[config.mk]
export PLATFORM = sky130hd
export DESIGN_NAME = e203_exu_longp_retire
export DESIGN_NICKNAME = d
export VERILOG_FILES = /design/src/rtl/e203_exu_longp_retire.sv
export SDC_FILE = /design/constraint.sdc
export NUM_CORES = 1
export LEC_CHECK = 0
export CELL_PAD_IN_SITES_DETAIL_PLACEMENT = 1
export CELL_PAD_IN_SITES_GLOBAL_PLACEMENT = 2
export CORE_ASPECT_RATIO = 0.8
export CORE_MARGIN = 2
export CORE_UTILIZATION = 25
export CTS_CLUSTER_DIAMETER = 120
export DETAILED_ROUTE_END_ITERATION = 7
export PLACE_DENSITY = 0.77
export SLEW_MARGIN = 20
export SYNTH_ARGS = -nofsm -noshare
export SYNTH_HDL_FRONTEND = slang
export SYNTH_SLANG_ARGS = --single-unit
[constraint.sdc]
create_clock -name clk -period 3.3 [get_ports clk]
set_clock_uncertainty 0.1 [all_clocks]
set_input_delay 0.33 -clock clk [delete_from_list [all_inputs] [get_ports clk]]
set_output_delay 0.33 -clock clk [all_outputs]
set_load 0.005 [all_outputs]
[src/rtl/e203_exu_longp_retire.sv]
// Long-pipe retire stage: buffers LSU/NICE completions per OITF tag and
// retires them strictly in OITF order as a writeback, an exception, or a bare retire.
module e203_exu_longp_retire #(
    parameter  int OITF_DEPTH = 2,
    localparam int TAG_W      = (OITF_DEPTH > 1) ? $clog2(OITF_DEPTH) : 1
) (
    input  logic             clk,
    input  logic             rst,

    input  logic             lsu_rsp_valid,
    output logic             lsu_rsp_ready,
    input  logic [TAG_W-1:0] lsu_rsp_itag,
    input  logic [31:0]      lsu_rsp_wdat,
    input  logic             lsu_rsp_err,

    input  logic             nice_rsp_valid,
    output logic             nice_rsp_ready,
    input  logic [TAG_W-1:0] nice_rsp_itag,
    input  logic [31:0]      nice_rsp_wdat,
    input  logic             nice_rsp_err,

    input  logic             oitf_empty,
    input  logic [TAG_W-1:0] oitf_ret_ptr,
    input  logic [4:0]       oitf_ret_rdidx,
    input  logic             oitf_ret_rdwen,
    input  logic             oitf_ret_rdfpu,
    input  logic [31:0]      oitf_ret_pc,
    output logic             oitf_ret_ena,

    output logic             wbck_o_valid,
    input  logic             wbck_o_ready,
    output logic [31:0]      wbck_o_wdat,
    output logic [4:0]       wbck_o_rdidx,
    output logic             wbck_o_rdfpu,

    output logic             excp_o_valid,
    input  logic             excp_o_ready,
    output logic [31:0]      excp_o_pc
);

    // Handshakes: a transfer happens on a rising edge where valid && ready are
    // both high; a producer holds valid and its payload until that edge, and
    // ready may depend combinationally on the offered payload (tag).

    logic [OITF_DEPTH-1:0] slot_vld;
    logic [OITF_DEPTH-1:0] slot_err;
    logic [31:0]           slot_wdat [OITF_DEPTH];

    logic lsu_hsk;
    logic nice_hsk;
    logic head_vld;
    logic head_err;

    // LSU has priority on a same-tag collision, so NICE yields to a valid LSU offer.
    always_comb begin
        lsu_rsp_ready  = !slot_vld[lsu_rsp_itag];
        nice_rsp_ready = !slot_vld[nice_rsp_itag]
                         && !(lsu_rsp_valid && (lsu_rsp_itag == nice_rsp_itag));
        lsu_hsk        = lsu_rsp_valid && lsu_rsp_ready;
        nice_hsk       = nice_rsp_valid && nice_rsp_ready;
    end

    always_comb begin
        head_vld     = !oitf_empty && slot_vld[oitf_ret_ptr];
        head_err     = slot_err[oitf_ret_ptr];

        excp_o_valid = head_vld && head_err;
        excp_o_pc    = oitf_ret_pc;

        wbck_o_valid = head_vld && !head_err && oitf_ret_rdwen;
        wbck_o_wdat  = slot_wdat[oitf_ret_ptr];
        wbck_o_rdidx = oitf_ret_rdidx;
        wbck_o_rdfpu = oitf_ret_rdfpu;

        oitf_ret_ena = 1'b0;
        if (head_vld) begin
            if (head_err) begin
                oitf_ret_ena = excp_o_ready;
            end else if (oitf_ret_rdwen) begin
                oitf_ret_ena = wbck_o_ready;
            end else begin
                oitf_ret_ena = 1'b1;
            end
        end
    end

    // A fresh accept overrides a same-edge retire of the same slot.
    always_ff @(posedge clk) begin
        if (rst) begin
            slot_vld <= '0;
        end else begin
            for (int i = 0; i < OITF_DEPTH; i++) begin
                if (oitf_ret_ena && (oitf_ret_ptr == TAG_W'(i))) begin
                    slot_vld[i] <= 1'b0;
                end
                if ((lsu_hsk && (lsu_rsp_itag == TAG_W'(i)))
                    || (nice_hsk && (nice_rsp_itag == TAG_W'(i)))) begin
                    slot_vld[i] <= 1'b1;
                end
            end
        end
    end

    always_ff @(posedge clk) begin
        for (int i = 0; i < OITF_DEPTH; i++) begin
            if (lsu_hsk && (lsu_rsp_itag == TAG_W'(i))) begin
                slot_wdat[i] <= lsu_rsp_wdat;
                slot_err[i]  <= lsu_rsp_err;
            end else if (nice_hsk && (nice_rsp_itag == TAG_W'(i))) begin
                slot_wdat[i] <= nice_rsp_wdat;
                slot_err[i]  <= nice_rsp_err;
            end
        end
    end

endmodule

; Word level (Yosys, flattened, before mapping)
; Memories as Yosys holds them, arrays and structs flattened.
; Index checks and enable logic that the tools add are counted.
[word_totals]
ff_bits = 4
latchBits = 0
mem_bits_rw = 64
romBits = 0
out_inout_bits = 75
word_cells = 70
n_memories = 1
[classes]
add_sub_neg = 0
n_mul = 0
div_mod_pow = 0
magnitude_cmp = 3
eq_ne = 1
shift = 0
mux = 31
bitwise = 5
n_reduce_logical = 25
[mem_list]
columns = memory, words, word_bits, read_ports, rd_ports_with_merged_regs, write_ports, line
row1 = slot_wdat, 2, 32, 1, 0, 2, 47  ; logic [31:0] slot_wdat [OITF_DEPTH];
[op_table]
columns = operator, n
row1 = two-way mux 32 bit, 2
row2 = two-way mux 1 bit, 29
row3 = logical AND 1 bit, 14
row4 = nonzero test 2 bit, 4
row5 = "< comparator 1 x 2 -> 1 bit, second input constant", 3
row6 = zero test 1 bit, 5
row7 = inverter 1 bit, 3
row8 = logical OR 1 bit, 2
row9 = bitwise OR 1 bit, 2
row10 = equality test 1 bit, 1

; Longest topological paths before layout
[depth]
depth_word = 10
mapped_depth = 4
depth_no_buf = 3

; Least setup slack after synthesis
; No wires, ideal clock.
[synth_timing]
path_type = input to register
start = input port nice_rsp_itag
end = register slot_err[0] (enable)
setup_ns = 0.434
arrival_ns = 2.199
required_ns = 2.766
path_slack_ns = 0.567
stages = 2
path_cell_list = nand2b_1 a21oi_1
[synth_via]
elab_chain_cells = 7
word_cells_on_any_way = 11
[synth_lines]
columns = item, line
row1 = start: declaration, 18  ; input logic [TAG_W-1:0] nice_rsp_itag,
row2 = two-way mux 1 bit (implied by the code) / equality test 1 bit (equally long branches), "57, 58"
row3 = two-way mux 1 bit (implied by the code) / logical AND 1 bit (equally long branches), "57, 58"
row4 = zero test 1 bit (on tied branches), "57, 58"
row5 = logical AND 1 bit, 58  ; && !(lsu_rsp_valid && (lsu_rsp_itag == nice_rsp_itag));
row6 = logical AND 1 bit, 60  ; nice_hsk = nice_rsp_valid && nice_rsp_ready;
row7 = logical AND 1 bit (*), 109  ; end else if (nice_hsk && (nice_rsp_itag == TAG_W'(i))) begin
row8 = nonzero test 2 bit (no line) (*), -
row9 = end signal: indexed assignment, 108  ; slot_err[i] <= lsu_rsp_err;
row10 = end signal: indexed assignment, 111  ; slot_err[i] <= nice_rsp_err;
row11 = end: declaration, 46  ; logic [OITF_DEPTH-1:0] slot_err;
; Mark *: on every way between the ends. The rest lies on a longest branch, timed or not. The select of a mux whose other input is x is not followed.
; A chain may end at the register's enable or synchronous reset.

; Final worst setup path
[layout_timing]
start = register slot_vld[0]
end = output port oitf_ret_ena
[layout_via]
elab_chain_cells = 4
[layout_lines]
columns = item, line
row1 = start: declaration, 45  ; logic [OITF_DEPTH-1:0] slot_vld;
row2 = start signal: assignment, 90  ; slot_vld <= '0;
row3 = start signal: indexed assignment, 94  ; slot_vld[i] <= 1'b0;
row4 = start signal: indexed assignment, 98  ; slot_vld[i] <= 1'b1;
row5 = two-way mux 1 bit (implied by the code) (2 in series), 64  ; head_vld = !oitf_empty && slot_vld[oitf_ret_ptr];
row6 = logical AND 1 bit, 64
row7 = two-way mux 1 bit, 76  ; if (head_vld) begin
row8 = end: declaration, 28  ; output logic oitf_ret_ena,
; Every way passes these cells. The select of a mux whose other input is x is not followed.

==> tab_implementation.tex <==
\begin{tabular}{lr}
\hline
Metric & Value \\
\hline
\multicolumn{2}{l}{\textbf{Finish}} \\
Design Area, Final & 5090 µm² \\
Final-stage net count & 445 \\
Inserted Diodes & 0 \\
Fraction of final layout cells with drive strength greater than 1 & 37.3\% \\
Synthesis-to-layout area growth & 38.1\% \\
\multicolumn{2}{l}{\textbf{Timing}} \\
Measured slew at the worst slew-check pin & 0.739 ns \\
Number of slew-limit violations in the final report & 0 \\
Final critical-path required period & 2.37 ns \\
Unrepaired setup endpoints after global routing & false \\
Final Hold Viols & 0 \\
Count of endpoints failing setup in the final report & 0 \\
Setup TNS & 0 ns \\
FMAX & 0.421 GHz \\
Post-route clock period utilization & 72.0\% \\
Worst relative slew slack & 50.7\% \\
\multicolumn{2}{l}{\textbf{Setup path}} \\
Reg2Reg Capture Point & slot\_wdat[1][6]\$\_DFFE\_PP\_ \\
Worst reg2reg startpoint & slot\_vld[1]\$\_SDFFE\_PP0P\_ \\
Worst-path fanout max & 6 \\
Worst reg2reg path depth & 4 \\
Crit path capture type & output pin \\
Critical Path End & oitf\_ret\_ena \\
CP arrival & 1.94 ns \\
Worst setup path startpoint & slot\_vld[0]\$\_SDFFE\_PP0P\_ \\
Setup slack, reg-to-reg & 1.18 ns \\
Worst endpoint required time & 2.87 ns \\
Startpoint-to-endpoint class of the critical path & reg -> out \\
Startpoint types & flop \\
\multicolumn{2}{l}{\textbf{Clock network}} \\
Buffers from clock root to sink, at most & 2 \\
Clock slew at reported path FFs & 0.05 ns \\
Setup Fix Bufs, Post-CTS & 0 \\
Master cell of the clock root buffer & clkbuf\_16 \\
Clock latency on the worst-skew pair & 0.32 ns \\
H-tree Lvls & 3 \\
Post-CTS Hold Buffers & 0 \\
Number of clock sinks & 68 \\
Number of CTS-inserted buffers & 9 \\
CTS tree & built \\
Post-CTS Resized & 0 \\
\multicolumn{2}{l}{\textbf{Drt}} \\
Length of the first detailed-routing pass in iterations & 4 \\
Number of antenna-violating nets in the routed design & 0 \\
Drt drc & 0 \\
Via density per instance & 4.48 \\
DR WL/cell & 16.9 µm \\
Iteration-0 DRC count of the detailed router & 79 \\
DR vias & 2327 \\
WL final & 8760 µm \\
\multicolumn{2}{l}{\textbf{Synthesis}} \\
Leading cell types by total area after synthesis & edfxtp\_1, mux2\_2, buf\_4 \\
Synthesized cell area & 3680 µm² \\
Flip-flop and latch count after synthesis & 68 \\
Average instance area after synthesis & 14.9 µm² \\
Syn Inst Count & 247 \\
Synth Net Count & 362 \\
Cell with the most instances after synthesis & mux2\_2 \\
Asr flop ratio synth & 0\% \\
Post-synth top area share & 53.8\% \\
Library cell occupying the most area in the post-synthesis netlist & edfxtp\_1 \\
Unique cell type count in the Yosys netlist & 22 \\
Number of warnings printed during yosys synthesis & 0 \\
Number of flops mapped to enable cells by yosys & 66 \\
Dominant register cell in the synthesized netlist & edfxtp\_1 \\
Most used standard cells in the synthesized netlist & mux2\_2, edfxtp\_1, buf\_4 \\
Sequential share of the synthesized area & 54.9\% \\
\multicolumn{2}{l}{\textbf{Job}} \\
Max-capacitance violation count & 0 \\
\multicolumn{2}{l}{\textbf{Floorplan}} \\
Starting Density & 25.7\% \\
Placeable core region & 14300 µm² \\
Die Y-Extent & 113 µm \\
Site row count & 39 \\
Die area & 15700 µm² \\
Die Span X & 140 µm \\
Boundary pin count & 190 \\
\multicolumn{2}{l}{\textbf{Global routing}} \\
Final global-route overflow total & 0 \\
Initial antenna violation count & 0 \\
Maximum number of pins on one net before global-route repair & 23 \\
Number of global-route vias before repair & 2605 \\
Total routing resource utilization after global routing & 11.6\% \\
First-pass GRT wire length & 13900 µm \\
\multicolumn{2}{l}{\textbf{Power}} \\
Power density relative to cell area & 474 nW/µm² \\
Static power due to leakage & 1.73 nW \\
Worst ir drop on vdd & 0.220 mV \\
\multicolumn{2}{l}{\textbf{Place}} \\
Final HPWL from detailed placement & 6200 µm \\
Routability congestion estimate & 0.735 \\
Buffers added on ports & 113 \\
Cell area after placement & 4790 µm² \\
\multicolumn{2}{l}{\textbf{Outcome}} \\
Outcome & finished, final reports clean \\
\multicolumn{2}{l}{\textbf{Min path}} \\
Hold WC Path Type & in -> reg \\
\hline
\end{tabular}
worst max-delay path, cell delays in order (launching register included):
cell,delay (ns)
dfxtp_1,0.52
nand2b_1,0.13
a21o_1,0.23
a211oi_1,0.20
clkdlybuf4s50_1,0.55
placed cells by master, fill, tap and decap left out, drive strengths merged:
cell	synthesis	layout
inv	0	1
nor2	8	8
nand2b	3	3
edfxtp	66	66
nor2b	2	2
a221oi	2	2
clkinvlp	0	2
mux2i	2	2
clkdlybuf4s50	0	112
nand3	1	1
a21o	1	1
clkbuf	1	9
buf	47	8
nand2	6	6
clkinv	0	3
a211oi	1	1
mux2	99	99
dfxtp	2	2
bufinv	0	1
o21ai	2	2
a21oi	3	3
nor3	1	1
power breakdown:
group	total [W]	switching (W)	leakage, nW	internal (W)
sequential	0.00105	0.0000188	0.643	0.00103
combinational	0.000416	0.000155	0.949	0.000260
clock	0.000946	0.000358	0.142	0.000587
total	0.00241	0.000533	1.73	0.00188
stage by stage:
stage	setup WS (ns)	hold WS, ns	utilization [%]	total power [W]	cells
finish	0.925	0.522	35.5	0.00241	519
global route	0.758	0.527	35.5	0.00252	519
CTS	0.872	0.510	35.5	0.00246	519
detailed placement	0.638	0.560	33.4	0.00149	503
global placement	0.724	0.533	33.4	0.00148	503
floorplan	0.567	0.309	-	0.00128	247
how the worst min path moves through the flow:
stage	start	to	slack, ns	cells after the start
6_report	rst	slot_vld[1]$_SDFFE_PP0P_	0.52	2
5_1_grt	rst	slot_vld[1]$_SDFFE_PP0P_	0.53	2
4_1_cts	rst	slot_vld[1]$_SDFFE_PP0P_	0.51	2
3_5_place_dp	slot_err[1]$_DFFE_PP_	slot_vld[1]$_SDFFE_PP0P_	0.56	3
3_3_place_gp	slot_err[0]$_DFFE_PP_	slot_vld[0]$_SDFFE_PP0P_	0.53	3
2_1_floorplan	rst	slot_vld[0]$_SDFFE_PP0P_	0.31	1
metal layers:
metal	routed length, µm	track usage (%)	vias to the layer above
met5	0	0	-
met2	4190	18.9	85
met3	550	4.01	25
li1	-	-	1056
met1	3860	14.3	1161
met4	160	4.07	0
layout make-up:
| type | count | area [µm²] |
|---|---|---|
| Clock buffer | 9 | 225 |
| Clock inverter | 7 | 76.3 |
| Timing Repair Buffer | 120 | 1200 |
| Sequential cell | 68 | 2020 |
| Multi-Input combinational cell | 131 | 1330 |
| Fill cell | 1519 | 9260 |
| Tap cell | 184 | 230 |
flip-flops by register name, summed over array words and instances (netlist names):
signal,cells
slot_vld,2
slot_err,2
slot_wdat,64
kinds of logic after synthesis:
logic type | share of synthesized area (%)
AO/OA/AOI/OAI | 1.66
flip-flops | 54.9
AND/OR/NAND/NOR | 3.06
buffers and inverters | 9.58
multiplexers | 30.8
(Power assumes the default switching activity.)
